### config.mk
export PLATFORM = sky130hd
export DESIGN_NAME = melody_player
export DESIGN_NICKNAME = d
export VERILOG_FILES = /design/src/rtl/melody_player.sv
export SDC_FILE = /design/constraint.sdc
export NUM_CORES = 1
export LEC_CHECK = 0
export CAP_MARGIN = 20
export CORE_UTILIZATION = 40
export CTS_CLUSTER_DIAMETER = 60
export DETAILED_ROUTE_END_ITERATION = 10
export DONT_BUFFER_PORTS = 1
export SETUP_SLACK_MARGIN = 0.2
export SYNTH_ARGS = -nofsm -noshare
export SYNTH_HDL_FRONTEND = slang
export SYNTH_SLANG_ARGS = --single-unit
### constraint.sdc
create_clock -name clk_50mhz -period 8.9 [get_ports clk_50mhz]
set_clock_uncertainty 0.15 [all_clocks]
set_input_delay 1.335 -clock clk_50mhz [delete_from_list [all_inputs] [get_ports clk_50mhz]]
set_output_delay 1.335 -clock clk_50mhz [all_outputs]
set_load 0.01 [all_outputs]
### src/rtl/melody_player.sv
// melody_player: plays {dur,pitch} entries from a small song memory as a square-wave buzzer tone.
// Optional feature: define MELODY_LOOP_EN to add the loop input (restart at entry 0 instead of finishing).
module melody_player #(
  parameter int DEPTH       = 32,
  parameter int ADDR_W      = 5,
  parameter int TICK_CYCLES = 12_500_000
) (
  input  logic              clk_50mhz,
  input  logic              rst_n,
  input  logic              wr_en,
  input  logic [ADDR_W-1:0] wr_addr,
  input  logic [7:0]        wr_data,
  input  logic [ADDR_W-1:0] song_last,
`ifdef MELODY_LOOP_EN
  input  logic              loop,
`endif
  input  logic              start,
  input  logic              stop,
  output logic              busy,
  output logic              done,
  output logic [ADDR_W-1:0] cur_addr,
  output logic              bp
);
  localparam int DW = $clog2(8 * TICK_CYCLES + 1);
  localparam logic [ADDR_W:0] DEPTH_W = (ADDR_W + 1)'(DEPTH);
  typedef enum logic [1:0] {IDLE, FETCH, PLAY} state_t;
  state_t state, state_n;
  logic [7:0] mem [DEPTH];
  logic [7:0] ent;
  logic [ADDR_W-1:0] last_q, last_c;
  logic [DW-1:0] dur_cnt, dur_end;
  logic [17:0] tone_cnt, period;
  logic loop_on, play_end, song_end;
`ifdef MELODY_LOOP_EN
  assign loop_on = loop;
`else
  assign loop_on = 1'b0;
`endif
  assign busy     = state != IDLE;
  assign last_c   = {1'b0, song_last} >= DEPTH_W ? ADDR_W'(DEPTH - 1) : song_last;
  assign dur_end  = DW'((32'(ent[7:5]) + 32'd1) * 32'(TICK_CYCLES) - 32'd1);
  assign play_end = state == PLAY && dur_cnt == dur_end;
  assign song_end = cur_addr == last_q && !loop_on;
  // a rest has period 0, so the compare below is never true and bp stays low
  assign bp       = state == PLAY && tone_cnt < (period >> 1);
  always_comb begin
    case (ent[4:0])
      5'd1:    period = 18'd191130;
      5'd2:    period = 18'd170241;
      5'd3:    period = 18'd151698;
      5'd4:    period = 18'd143183;
      5'd5:    period = 18'd127550;
      5'd6:    period = 18'd113635;
      5'd7:    period = 18'd101234;
      5'd8:    period = 18'd95546;
      5'd9:    period = 18'd85134;
      5'd10:   period = 18'd75837;
      5'd11:   period = 18'd71581;
      5'd12:   period = 18'd63775;
      5'd13:   period = 18'd56817;
      5'd14:   period = 18'd50617;
      5'd15:   period = 18'd47823;
      5'd16:   period = 18'd42563;
      5'd17:   period = 18'd37921;
      5'd18:   period = 18'd35793;
      5'd19:   period = 18'd31887;
      5'd20:   period = 18'd28408;
      5'd21:   period = 18'd25309;
      default: period = '0;
    endcase
  end
  always_comb begin
    state_n = stop ? IDLE :
              state == IDLE  ? (start ? FETCH : IDLE) :
              state == FETCH ? PLAY :
              !play_end      ? PLAY :
              song_end       ? IDLE : FETCH;
  end
  always_ff @(posedge clk_50mhz or negedge rst_n) begin
    if (!rst_n) begin
      state    <= IDLE;
      done     <= 1'b0;
      cur_addr <= '0;
      last_q   <= '0;
      ent      <= '0;
      dur_cnt  <= '0;
      tone_cnt <= '0;
    end else begin
      state <= state_n;
      done  <= play_end && song_end && !stop;
      if (state == IDLE && start && !stop) begin
        cur_addr <= '0;
        last_q   <= last_c;
      end else if (play_end && !stop && !song_end)
        cur_addr <= cur_addr == last_q ? '0 : cur_addr + ADDR_W'(1);
      if (state == FETCH)
        ent <= mem[cur_addr];
      dur_cnt  <= state == PLAY && !play_end ? dur_cnt + DW'(1) : '0;
      tone_cnt <= state != PLAY || tone_cnt == period - 18'd1 ? '0 : tone_cnt + 18'd1;
    end
  end
  // song memory has no reset so a song survives rst_n
  always_ff @(posedge clk_50mhz) begin
    if (wr_en && state == IDLE && {1'b0, wr_addr} < DEPTH_W)
      mem[wr_addr] <= wr_data;
  end
endmodule

==> out/summary.txt <==
arrival time of the worst setup path - 6.85 ns
Post-synth EDFFs - 256
chip width - 203 um
unrepaired setup endpoints after global routing - no
Worst slew margin - 25.7%
PostCTS Resize Cnt - 0
Starting Density - 40.7%
average wire per standard cell - 19.5 um
Hold WC Path Type - reg -> reg
fin crit period - 6.62 ns
post-detail-place hpwl - 22.5 mm
#FFs+latches synth - 322
synth unique cells - 90
DP Area - 16,700 um2
vias per cell - 5.45
Synth Area per Inst - 14.1 um2
CTS Root Cell - clkbuf_16
VDD IR max - 0.159 mV
H-tree depth reported by CTS - 2
top-area cell type share of the netlist area - 47.5%
Cell Rows - 73
Pint - 3080 uW
net switching power - 1440 uW
Most used DFF post-synth - edfxtp_1
status - finished, final reports clean
Slew @ Worst Pin - 1.11 ns
maximum clock path buffer count - 3
fin util - 44.7%
DIE AREA - 41,300 um2
Slew Viols, Final - 0
post-synth top area cell - edfxtp_1
Detailed Routing Iterations Pass 1 - 5
Final TNS setup - 0 ns
core footprint - 39,800 um2
DRC - 0
largest net degree at the start of global routing - 70
CTS hold repair buffers - 0
post-synthesis xor/xnor area fraction - 5.25%
CTS buffer count - 35
Highest Clock Rate - 151 MHz
Boundary Pins - 31
area grow syn2layout - 9.90%
Post-Syn Instances - 1,147
total number of vias - 9,243
Area contributors post-synth - edfxtp_1 47%, mux4_2 11%, dfrtp_1 10%
Worst Setup Path Type - reg -> reg
area share of fa/ha/maj cells after synthesis - 5.08%
final wirelength - 33.2 mm
TritonCTS clock tree - built
fin nets - 1,230
critical path fanouts, max - 23
Num Clock Sinks - 322
cell area after synthesis - 16,200 um2
first-pass GRT wire length - 53.5 mm
initial antenna violation count - 0
Remaining Overflow, GRT - 0
Final Hold Viols - 0
fraction of layout cells with a size suffix above 1 - 14.8%
Max Cap Viol - 0
Compound-Gate Fraction of Synth Area - 6.47%
Antenna Nets Post-Route - 0
clk_lat worst skew - 0.52 ns
combinational power share - 31.0%
final setup fails - 0
vias in the first global route - 9,435
Leakage - 0.00601 uW
post-synthesis sequential area ratio - 57.7%
Final Wtd Congestion - 0.859
Clk pwr share - 31.7%
mux share of post-synthesis cell area - 12.3%
Critical Path Sink Type - flip-flop
Setup Buffers After CTS - 0
Mapped Nets - 1,231
dominant combinational cell family by area after synthesis - multiplexers
Ys Warns - 0
CP required - 9.13 ns
Total GRT Usage - 16.7%
PwrDens - 254 nW/um2
DIE HEIGHT - 203 um
ys async rst share - 20.5%
CP startpoint kind - flip-flop
final instance area - 17,800 um2
crit share post-route - 74.4%
clk slew on worst S/H paths - 0.06 ns
Sw Ratio - 32.0%
register share of total power - 37.3%
Synth Area in Simple Gates - 10.9%
PortBufs - 0
Iter 0 DRT Violations - 683
[cell type report]
cell class	count	area, um2
diodes	1	2.50
clock buffers	44	910
clock inverters	18	215
fillers	3599	22000
inverters	41	154
multi-input cells	741	6470
flip-flops and latches	322	9350
well taps	525	657
repair buffers	5	37.5
[cells in the mapped netlist, drive strengths merged, types with 7 or more instances]
cell and number:
edfxtp 256, xnor2 56, xor2 36, mux2i 18, a21o 8, inv 41
dfrtp 66, ha 53, or3 8, clkbuf 21, and3 12, nor3 27
nand3 33, nand4 11, nand2b 13, and2 8, buf 22, nand2 76
fa 8, mux4 80, nand3b 7, o211ai 7, o21ai 28, a21oi 24
a31oi 7, nor2b 11, nor2 118
[metal layers]
layer | up-vias | track usage [%] | routed length [um]
met5 | - | 0 | 0
met4 | 0 | 4.43 | 660
met3 | 53 | 3.05 | 1630
met2 | 195 | 25.6 | 14800
met1 | 4631 | 24.5 | 16100
li1 | 4364 | - | -
[worst max-delay path, cell delays in order, from the launching register on]
cell and delay [ns]:
dfrtp_1 0.78, inv_1 0.31, ha_1 0.53, inv_1 0.18, fa_1 0.58, inv_1 0.11, fa_1 0.53, fa_1 0.47
and3b_1 0.40, o311ai_4 0.13, a311oi_1 0.54, o41ai_2 0.14, xor2_1 0.21, or2_2 0.30, o221ai_1 0.33, o2111ai_4 0.25
nand2_2 0.44, nor2_1 0.11
[cells by family after synthesis]
| kind of cell | count (synthesis) |
|---|---|
| flip-flops | 322 |
| AO/OA/AOI/OAI | 135 |
| XOR/XNOR | 94 |
| adder cells (fa/ha/maj) | 61 |
| buffers and inverters | 84 |
| AND/OR/NAND/NOR | 352 |
| multiplexers | 99 |
[worst paths after layout]
path,slack (ns),start,end,depth (start not counted)
max in group asynchronous,8.12,rst_n,cur_addr[1]$_DFFE_PN0P_,0
max,2.28,ent[5]$_DFFE_PN0P_,dur_cnt[25]$_DFF_PN0_,17
min,0.35,last_q[4]$_DFFE_PN0P_,last_q[4]$_DFFE_PN0P_,2
max reg2reg,2.28,ent[5]$_DFFE_PN0P_,dur_cnt[25]$_DFF_PN0_,17
min in group asynchronous,0.36,rst_n,dur_cnt[21]$_DFF_PN0_,0
min reg2reg,0.35,last_q[4]$_DFFE_PN0P_,last_q[4]$_DFFE_PN0P_,2
[sequential cells by signal, summed over array words and instances, names as in the netlist]
register and cells:
dur_cnt 27, tone_cnt 18, mem 256, ent 8, last_q 5, done 1, cur_addr 5, state 2
[power by group through the flow]
stage | clock, uW | combinational (uW) | sequential [uW]
after floorplan | 0 | 1170 | 1690
after global placement | 0 | 1380 | 1720
after detailed placement | 0 | 1390 | 1720
after CTS | 1470 | 1400 | 1690
after global routing | 1520 | 1560 | 1690
final | 1430 | 1400 | 1690
[per-stage QoR]
stage	instances	hold WS (ns)	total power (uW)	worst slack [ns]
after floorplan	1147	0.315	2860	3.33
after global placement	1634	0.331	3100	2.46
after detailed placement	1634	0.334	3110	2.29
after CTS	1696	0.332	4560	2.29
after global routing	1696	0.332	4780	1.79
final	1697	0.347	4520	2.28
[cell usage in the layout, fill, tap and decap left out, types with 7 or more instances in the layout]
cell type and instances:
ha_1 53, clkbuf_1 9, and3_1 12, nor3_1 25, xor2_1 36, a21oi_1 22
clkbuf_16 35, dfrtp_1 64, nand3_1 33, nand3b_1 7, o211ai_1 7, a31oi_1 7
fa_1 8, nand4_1 11, mux2i_1 18, xnor2_1 56, edfxtp_1 256, nand2_1 74
nor2b_1 11, nand2b_1 12, or3_1 7, inv_1 40, nor2_1 108, o21ai_0 27
a21o_1 8, nor2_2 10, mux4_2 80
Note: power is estimated with default switching activity, not from simulation.
